--- config.mk ---
export PLATFORM = sky130hd
export DESIGN_NAME = mm_job_scheduler
export DESIGN_NICKNAME = d
export VERILOG_FILES = /design/src/rtl/mm_sched_pkg.sv /design/src/rtl/mm_rr_arbiter.sv /design/src/rtl/mm_job_scheduler.sv
export SDC_FILE = /design/constraint.sdc
export NUM_CORES = 1
export LEC_CHECK = 0
export BUFFER_PORTS_ARGS = -buffer_cell sky130_fd_sc_hd__buf_2
export CORE_AREA = 5 5 89 91
export DETAILED_ROUTE_END_ITERATION = 10
export DIE_AREA = 0 0 94 96
export GPL_TIMING_DRIVEN = 0
export PLACE_DENSITY = 0.77
export SLEW_MARGIN = 20
export SYNTH_ARGS = -nofsm -noshare
export SYNTH_HDL_FRONTEND = slang
export SYNTH_HIERARCHICAL = 1
export SYNTH_SLANG_ARGS = --single-unit
--- constraint.sdc ---
create_clock -name clk_i -period 4.2 [get_ports clk_i]
set_input_delay 0.42 -clock clk_i [delete_from_list [all_inputs] [get_ports clk_i]]
set_output_delay 0.42 -clock clk_i [all_outputs]
set_load 0.02 [all_outputs]
--- src/rtl/mm_sched_pkg.sv ---
// Shared types for the matrix-multiplier job scheduler: FSM states,
// completion payload and the requester ID width.
package mm_sched_pkg;

    localparam int unsigned NREQ_DFLT = 4;
    localparam int unsigned ID_W      = $clog2(NREQ_DFLT);

    typedef enum logic [1:0] {
        ST_IDLE = 2'd0,
        ST_RUN  = 2'd1,
        ST_CPL  = 2'd2,
        ST_GAP  = 2'd3
    } sched_state_e;

    typedef struct packed {
        logic [ID_W-1:0] id;
        logic            err;
    } cpl_t;

endpackage

--- src/rtl/mm_rr_arbiter.sv ---
// Combinational round-robin pick: first set request searching upward from
// ptr+1 with wrap-around. Produces a one-hot grant and its binary index.
module mm_rr_arbiter
    import mm_sched_pkg::*;
#(
    parameter int unsigned NREQ = NREQ_DFLT
)(
    input  logic [NREQ-1:0] req_valid,
    input  logic [ID_W-1:0] ptr,
    output logic [NREQ-1:0] grant,
    output logic [ID_W-1:0] grant_id
);

    // Walk the NREQ candidates after ptr, keep the first valid one
    always_comb begin
        logic [ID_W:0] idx;
        logic          found;
        grant    = '0;
        grant_id = '0;
        found    = 1'b0;
        idx      = '0;
        for (int unsigned i = 1; i <= NREQ; i++) begin
            idx = (ID_W+1)'(ptr) + (ID_W+1)'(i);
            if (idx >= (ID_W+1)'(NREQ)) begin
                idx = idx - (ID_W+1)'(NREQ);
            end
            if (!found && req_valid[idx[ID_W-1:0]]) begin
                found                   = 1'b1;
                grant[idx[ID_W-1:0]]    = 1'b1;
                grant_id                = idx[ID_W-1:0];
            end
        end
    end

endmodule

--- src/rtl/mm_job_scheduler.sv ---
// Round-robin job scheduler in front of the matrix multiplier. Accepts one
// job at a time, holds the multiplier's level start until done, returns a
// tagged completion, then keeps start low for GAP_CYC done-free cycles.
// Optional watchdog: define MM_SCHED_WATCHDOG_EN to abort a RUN that sees
// no done within TIMEOUT cycles (completion flagged with cpl_err_o).
// The requester ID width comes from the package, so NREQ must equal NREQ_DFLT.
module mm_job_scheduler
    import mm_sched_pkg::*;
#(
    parameter int unsigned NREQ    = NREQ_DFLT,
    parameter int unsigned CFG_W   = 32,
    parameter int unsigned GAP_CYC = 2,
    parameter int unsigned TIMEOUT = 1024
)(
    input  logic                    clk_i,
    input  logic                    rst_i,
    input  logic [NREQ-1:0]         req_valid_i,
    output logic [NREQ-1:0]         req_ready_o,
    input  logic [NREQ*CFG_W-1:0]   req_cfg_i,
    output logic                    mm_start_o,
    output logic [CFG_W-1:0]        mm_cfg_o,
    input  logic                    mm_done_i,
    output logic                    cpl_valid_o,
    output logic [$clog2(NREQ)-1:0] cpl_id_o,
    output logic                    cpl_err_o,
    input  logic                    cpl_ready_i,
    output logic                    busy_o
);

    localparam int unsigned GAP_W = $clog2(GAP_CYC);

    if (NREQ != NREQ_DFLT || NREQ < 2 || GAP_CYC < 2 || TIMEOUT < 2) begin : g_param_check
        $error("mm_job_scheduler: unsupported parameter set");
    end

    sched_state_e     state;
    logic [ID_W-1:0]  rr_ptr;
    logic [ID_W-1:0]  job_id;
    logic [GAP_W-1:0] gap_cnt;
    cpl_t             cpl_q;

    logic [NREQ-1:0]  grant_c;
    logic [ID_W-1:0]  win_id_c;
    logic             wd_hit_c;
    logic             run_exit_c;
    logic             run_err_c;

    logic [CFG_W-1:0] cfg_arr [NREQ];

    // Split the flat config bus into per-requester words
    for (genvar k = 0; k < NREQ; k++) begin : g_cfg
        assign cfg_arr[k] = req_cfg_i[k*CFG_W +: CFG_W];
    end

    mm_rr_arbiter #(
        .NREQ (NREQ)
    ) u_arb (
        .req_valid (req_valid_i),
        .ptr       (rr_ptr),
        .grant     (grant_c),
        .grant_id  (win_id_c)
    );

    // Ready only while idle; grant is already qualified by valid
    assign req_ready_o = (state == ST_IDLE) ? grant_c : '0;

`ifdef MM_SCHED_WATCHDOG_EN
    localparam int unsigned WD_W = $clog2(TIMEOUT);

    logic [WD_W-1:0] wd_cnt;

    // Count RUN cycles; held at zero in every other state
    always_ff @(posedge clk_i) begin
        if (rst_i || state != ST_RUN) begin
            wd_cnt <= '0;
        end else begin
            wd_cnt <= wd_cnt + 1'b1;
        end
    end

    assign wd_hit_c = (state == ST_RUN) && (wd_cnt == WD_W'(TIMEOUT - 1));
`else
    assign wd_hit_c = 1'b0;
`endif

    // A simultaneous done wins over the watchdog
    assign run_exit_c = mm_done_i | wd_hit_c;
    assign run_err_c  = ~mm_done_i & wd_hit_c;

    assign cpl_id_o  = cpl_q.id;
    assign cpl_err_o = cpl_q.err;

    // Scheduler FSM with registered start/cfg/completion/busy outputs
    always_ff @(posedge clk_i) begin
        if (rst_i) begin
            state       <= ST_IDLE;
            rr_ptr      <= ID_W'(NREQ - 1);
            job_id      <= '0;
            gap_cnt     <= '0;
            cpl_q       <= '0;
            mm_start_o  <= 1'b0;
            mm_cfg_o    <= '0;
            cpl_valid_o <= 1'b0;
            busy_o      <= 1'b0;
        end else begin
            unique case (state)
                ST_IDLE: begin
                    if (|req_valid_i) begin
                        mm_cfg_o   <= cfg_arr[win_id_c];
                        job_id     <= win_id_c;
                        rr_ptr     <= win_id_c;
                        mm_start_o <= 1'b1;
                        busy_o     <= 1'b1;
                        state      <= ST_RUN;
                    end
                end
                ST_RUN: begin
                    if (run_exit_c) begin
                        mm_start_o  <= 1'b0;
                        cpl_valid_o <= 1'b1;
                        cpl_q.id    <= job_id;
                        cpl_q.err   <= run_err_c;
                        state       <= ST_CPL;
                    end
                end
                ST_CPL: begin
                    if (cpl_ready_i) begin
                        cpl_valid_o <= 1'b0;
                        gap_cnt     <= '0;
                        state       <= ST_GAP;
                    end
                end
                ST_GAP: begin
                    if (mm_done_i) begin
                        gap_cnt <= '0;
                    end else if (gap_cnt == GAP_W'(GAP_CYC - 1)) begin
                        gap_cnt <= '0;
                        busy_o  <= 1'b0;
                        state   <= ST_IDLE;
                    end else begin
                        gap_cnt <= gap_cnt + 1'b1;
                    end
                end
                default: begin
                    state <= ST_IDLE;
                end
            endcase
        end
    end

endmodule

==> results_dict.tcl, run 1 <==
set metrics [dict create \
    hold_ws_ns 0.4516 \
    wl_um 9642 \
    start_util_pct 41.97 \
    ctsHoldBuffers 0 \
    synth_edf_count 0 \
    postLayoutCellArea_mm2 0.004046 \
    firstDrtPassIters 6 \
    maxSlewViolCount 0 \
    r2r_start "rr_ptr[0]" \
    setup_viol 0 \
    dp_hpwl_um 7913 \
    grt_pass1_wl_um 14180 \
    clock_latency_ns 0.29 \
    ioPinCount 178 \
    num_rows 31 \
    p_sw_share_pct 44.14 \
    drive_gt1_share_pct 52.83 \
    nNetsFinal 590 \
    startpoint "rr_ptr[0]" \
    cts_tree "done" \
    grt_pass1_vias 2894 \
    async_flop_share_pct 0 \
    core_area_mm2 0.007059 \
    status "finished clean" \
    fin_crit_ns 3.370 \
    synth_top_area_cell "dfxtp_1" \
    utilization_pct 57.32 \
    postSynthCellCount 259 \
    yosysSeqAreaShare_pct 29.73 \
    ys_top_cells_by_area "dfxtp_1, mux4_2, mux4_1, a22o_1, ha_1" \
    synth.ff_latch_count 44 \
    port_buffers 175 \
    endpoint_kind "flip-flop" \
    ctsResizeCount 0 \
    required_ns 4.39 \
    synth_nets 408 \
    crit_path_start_kind "flip-flop" \
    rsz0062_at_grt "no" \
    p_seq_share_pct 25.1 \
    clock_skew_ns 0.007702 \
    finalCritPeriodShare_pct 80.24 \
    die_x_um 94 \
    via_count 2953 \
    maxCapViolations 0 \
    place.gp.congestion 0.8262 \
    synth_top_cell_area_share_pct 29.73 \
    min_from "cpl_ready_i" \
    arrival_ns 3.56 \
    crit_path_max_fanout 11 \
    p_sw_mw 1.318 \
    clk_pin_slew_ns 0.08 \
    placed_cell_area_mm2 0.003963 \
    route.detailed.drc 0 \
    grt_max_degree 14 \
    synthTopCellsByCount "dfxtp_1, a22o_1, nand2_1, mux4_2, ha_1" \
    antenna_left 0 \
    area_growth_pct 36.57 \
    numCtsBuffers 5 \
    die_area_mm2 0.009024 \
    cts_buffer_depth 2 \
    p_int_mw 1.668 \
    synth_area_per_cell_um2 11.44 \
    p_per_area_mw_per_mm2 737.9 \
    cts_root_buf "clkbuf_8" \
    wire_per_inst_um 17.82 \
    hold_viol 0 \
    yosysWarnings 6 \
    die_y_um 96 \
    worstMarginPinSlew_ns 0.5565 \
    clkPwrFrac_pct 8.6 \
    synth_ff_type "dfxtp_1" \
    antenna_found_initial 0 \
    grt_usage_pct 20.07 \
    synth.most_common_cell "dfxtp_1" \
    yosysUniqueCellTypes 46 \
    grt-ovfl-total 0 \
    criticalPathCategory "flip-flop to flip-flop" \
    relSlewSlack_pct 62.90 \
    hp-class "input port to flip-flop" \
    final.setup.tns_ns 0 \
    ir_worst_vdd_v 0.0003487 \
    via_per_inst 5.458 \
    leakagePower_nw 1.953 \
    initialDrtViolationCount 101 \
    cts.htree.levels 2 \
    postCtsSetupRepairBufs 0 \
    fmax_mhz 296.7 \
    comb_power_share_pct 66.3 \
    clock-sinks 44 \
    synthesis.area_mm2 0.002963 \
    fill_cells 636 \
]
==> state kept, by name, summed over array words and instances (netlist names) <==
register and flops:
mm_cfg_o 32, state 2, cpl_id_o 2, mm_start_o 1, job_id 2, cpl_valid_o 1
busy_o 1, gap_cnt 1, rr_ptr 2
==> layout by cell type, fill, tap and decap left out, drive strengths merged, types with 2 or more instances in the layout <==
cell type and count:
dfxtp 44, o21ai 8, ha 13, a21oi 11, nand2b 3, a22oi 3, nand2 25, o211ai 2
and2 5, buf 193, inv 6, a22o 32, clkbuf 11, nor2b 5, a211oi 3, nand3 2
a221oi 2, nor3 3, mux2i 2, a221o 4, mux4 34, nor2 12
==> cell type report <==
class	count	area (um^2)	area share [%]
multi-input combinational	185	1904	47.06
sequential	44	880.8	21.77
timing repair buffer	175	875.8	21.65
buffer	24	155.1	3.834
tap	99	123.9	3.061
clock buffer	5	68.82	1.701
inverter	6	22.52	0.5566
clock inverter	2	12.51	0.3092
antenna	1	2.502	0.06184
==> through the flow <==
stage               cells  setup slack, ns  power, mW
global placement      533           0.9112      2.692
floorplan             259            1.241      2.203
finish                541           0.8299      2.986
global route          540           0.5752      3.188
detailed placement    533           0.8160      2.741
CTS                   540           0.8295      2.999
==> worst max-delay path, stage by stage, from the launching register on <==
cell and delay [ns]:
dfxtp_1 0.58, buf_4 0.25, inv_1 0.12, ha_1 0.30, buf_4 0.16, nor2b_1 0.08, a22oi_1 0.20, o211ai_1 0.11
a21oi_1 0.20, buf_6 0.16, buf_2 0.29, mux4_1 0.63, a22o_1 0.20
==> cell families (layout without fill, tap and decap cells) <==
logic type	Yosys count	after routing	synth area share (%)
AO/OA/AOI/OAI	71	71	19.13
AND/OR/NAND/NOR	63	63	11.11
flip-flops	44	44	29.73
multiplexers	37	37	28.42
buffers and inverters	30	212	5.996
adder cells (fa/ha/maj)	13	13	5.490
other	1	2	0.1266
==> power by group through the flow <==
stage / clock network [mW] / logic, mW / registers, mW
floorplan: 0 / 1.26 / 0.944
CTS: 0.259 / 1.99 / 0.749
global route: 0.277 / 2.14 / 0.775
detailed placement: 0 / 1.98 / 0.759
global placement: 0 / 1.94 / 0.749
finish: 0.256 / 1.98 / 0.751
==> path summary, 6_finish.rpt <==
kind,end,cells past startpoint,slack [ns]
max,mm_cfg_o[2],12,0.83
min,cpl_valid_o,4,0.45
max reg2reg,mm_cfg_o[2],12,0.83
min reg2reg,cpl_id_o[0],2,0.46
==> per-layer routing <==
metal | global-route usage [%] | up-vias | part of all wire [%]
li1 | - | 1383 | -
met1 | 24.59 | 1421 | 39
met2 | 36.07 | 137 | 52
met3 | 3.909 | 12 | 7.9
met4 | 5.415 | 0 | 1.3
met5 | 0 | - | 0
No activity file was read; power rests on OpenSTA's default activity.
==> run 2, diff against run 1 <==
--- a/config.mk
+++ b/config.mk
@@ -5,10 +5,11 @@
 export SDC_FILE = /design/constraint.sdc
 export NUM_CORES = 1
 export LEC_CHECK = 0
+export ABC_AREA = 1
 export BUFFER_PORTS_ARGS = -buffer_cell sky130_fd_sc_hd__buf_2
-export CORE_AREA = 5 5 89 91
+export CORE_AREA = 5 5 92 94
 export DETAILED_ROUTE_END_ITERATION = 10
-export DIE_AREA = 0 0 94 96
+export DIE_AREA = 0 0 97 99
 export GPL_TIMING_DRIVEN = 0
 export PLACE_DENSITY = 0.77
 export SLEW_MARGIN = 20
==> constraint.sdc (replaced) <==
create_clock -name clk_i -period 3.47 [get_ports clk_i]
set_input_delay 0.347 -clock clk_i [delete_from_list [all_inputs] [get_ports clk_i]]
set_output_delay 0.347 -clock clk_i [all_outputs]
set_load 0.02 [all_outputs]
==> run 2 against run 1 <==
Area after synthesis is 11% higher. Utilization is 0.86 points higher. Sequential cell count stayed put. Combinational power is 97% higher. Cell area is 8.8% higher. Global-route usage is 2.1 points higher. Highest routed layer unchanged. Die area is 6.4% higher. Sequential share of layout area is 1.8 points lower.
==> results_dict.tcl, run 2 <==
set metrics [dict create \
    final.setup.tns_ns 0 \
    path_cells "inv_1, ha_1, inv_1, nand3_1, nand2_1, nand2_1, nor2_1, nor2_1, nor2_1, inv_2, clkbuf_1, o21ai_0, o21ai_0, nor2_1, nor2_1" \
    endpoint_kind "flip-flop" \
    clock_latency_ns 0.30 \
    final_cell_mix "buf_2, nor2_1, o21ai_0" \
    multi_input_area_mm2 0.002062 \
    ctsHoldBuffers 0 \
    regMostFlops "mm_cfg_o" \
    fmax_mhz 322.1 \
    antenna_left 0 \
    rsz0062_at_grt "no" \
    postCtsSetupRepairBufs 0 \
    synth_nets 687 \
    wire_per_inst_um 13.50 \
    initialDrtViolationCount 226 \
    port_buffers 176 \
    leakagePower_nw 2.298 \
    wl_um 11130 \
    synthTopCellsByCount "nor2_1, o21ai_0, dfxtp_1, nand2_1, nand3_1" \
    place.gp.congestion 0.9151 \
    antenna_found_initial 0 \
    ctsResizeCount 0 \
    route.detailed.drc 0 \
    fin_crit_ns 3.104 \
    cp_num_buf_inv 4 \
    maxCapViolations 0 \
    drive_gt1_share_pct 31.44 \
    utilization_pct 58.18 \
    yosysWarnings 6 \
    grt_pass1_vias 3999 \
    grt-ovfl-total 0 \
    grt_pass1_wl_um 17890 \
    cts_buffer_depth 2 \
    cp_top_family "simple AND/OR/NAND/NOR gates" \
    layout_commonest_cell "buf_2" \
    synth_top_area_cell "dfxtp_1" \
    cts_tree "done" \
    fin_cells 824 \
    grt_max_degree 16 \
    ioPinCount 178 \
    via_per_inst 5.061 \
    status "finished clean" \
    diodes 0 \
    area_growth_pct 34.26 \
    p_sw_share_pct 54.95 \
    synth_ff_type "dfxtp_1" \
    dpl.cell_count 816 \
    clkPwrFrac_pct 7.9 \
    synth_top_cell_area_share_pct 26.86 \
    hold_ws_ns 0.2903 \
    yosysSeqAreaShare_pct 26.86 \
    start_util_pct 43.34 \
    hold_viol 0 \
    crit_path_max_fanout 10 \
    criticalPathCategory "flip-flop to flip-flop" \
    synthesis.area_mm2 0.003279 \
    setup_viol 0 \
    cts_root_buf "clkbuf_8" \
    postSynthCellCount 538 \
    cts.htree.levels 2 \
    seqCellArea_um2 880.8 \
    crit_slowest_cell "dfxtp_1" \
    num_rows 32 \
    p_sw_mw 2.822 \
    numCtsBuffers 5 \
    die_y_um 99 \
    arrival_ns 3.29 \
    clock-sinks 44 \
    ir_worst_vdd_v 0.0007873 \
    via_count 4170 \
    cp_slowest_stage_delay_ns 0.53 \
    p_per_area_mw_per_mm2 1166 \
    synth_area_per_cell_um2 6.096 \
    dp_hpwl_um 9135 \
    synth_edf_count 0 \
    die_area_mm2 0.009603 \
    async_flop_share_pct 0 \
    firstDrtPassIters 5 \
    ys_top_cells_by_area "dfxtp_1, nor2_1, o21ai_0, ha_1, nand2_1" \
    cp_common_cell "nor2_1" \
    die_x_um 97 \
    core_area_mm2 0.007567 \
    maxSlewViolCount 0 \
    finalCritPeriodShare_pct 89.46 \
    grt_usage_pct 22.20 \
    largest_reg_flops 32 \
    required_ns 3.66 \
    clk_pin_slew_ns 0.09 \
    fill_cells 760 \
    p_int_mw 2.314 \
    crit_path_start_kind "flip-flop" \
    synth.ff_latch_count 44 \
    hp-class "input port to flip-flop" \
    yosysUniqueCellTypes 28 \
    comb_power_share_pct 76.0 \
    clock_skew_ns 0.01057 \
    nNetsFinal 870 \
    synth.most_common_cell "nor2_1" \
    p_seq_share_pct 16.2 \
]
## run 2: final timing paths
path,slack [ns],to,startpoint,cells past startpoint
max,0.37,mm_cfg_o[21],rr_ptr[1],15
min,0.29,cpl_valid_o,rst_i,2
max reg2reg,0.37,mm_cfg_o[21],rr_ptr[1],15
min reg2reg,0.47,job_id[1],job_id[1],2
## run 2: layout make-up
class | count | area share [%]
Multi-Input combinational cell | 431 | 46.83
Buffer | 33 | 4.916
Inverter | 30 | 2.728
Clock inverter | 3 | 1.051
Sequential cell | 44 | 20.01
Timing Repair Buffer | 176 | 20.01
Tap cell | 102 | 2.899
Clock buffer | 5 | 1.563
## run 2: cells by family (layout without fill, tap and decap cells)
kind of cell | after synthesis | in the layout | synth area share [%]
simple gates | 267 | 267 | 34.26
compound gates | 150 | 150 | 23.54
buf+inv | 63 | 247 | 10.26
flops | 44 | 44 | 26.86
fa+ha+maj | 13 | 13 | 4.960
other cells | 1 | 1 | 0.1144
## run 2: worst reg2reg max path, delay by kind of cell, from the launching register on
| kind | cells | cell delay (ns) |
|---|---|---|
| AND/OR/NAND/NOR | 8 | 0.89 |
| buffers and inverters | 4 | 0.84 |
| flip-flops | 1 | 0.53 |
| adder cells (fa/ha/maj) | 1 | 0.39 |
| AO/OA/AOI/OAI | 2 | 0.35 |
## run 2: metrics by stage
step	cell area [um^2]	worst slack (ns)	total power, mW
finish	4403	0.3658	5.135
global route	4403	0.07868	5.684
CTS	4403	0.3939	5.131
detailed placement	4288	0.4200	4.718
global placement	4288	0.4528	4.627
floorplan	3279	1.011	3.714
## run 2: layer usage
metal | part of all wire [%] | vias to the layer above | track usage (%)
met4 | 2.4 | 0 | 6.263
met1 | 39 | 1850 | 24.72
li1 | - | 2110 | -
met3 | 8.8 | 26 | 7.006
met2 | 50 | 184 | 40.61
met5 | 0 | - | 0
## run 2: power groups by stage
| stage | sequential, mW | clock, mW | combinational, mW |
|---|---|---|---|
| finish | 0.831 | 0.404 | 3.90 |
| global route | 0.858 | 0.442 | 4.38 |
| CTS | 0.832 | 0.412 | 3.89 |
| detailed placement | 0.840 | 0 | 3.88 |
| global placement | 0.834 | 0 | 3.79 |
| floorplan | 1.02 | 0 | 2.70 |
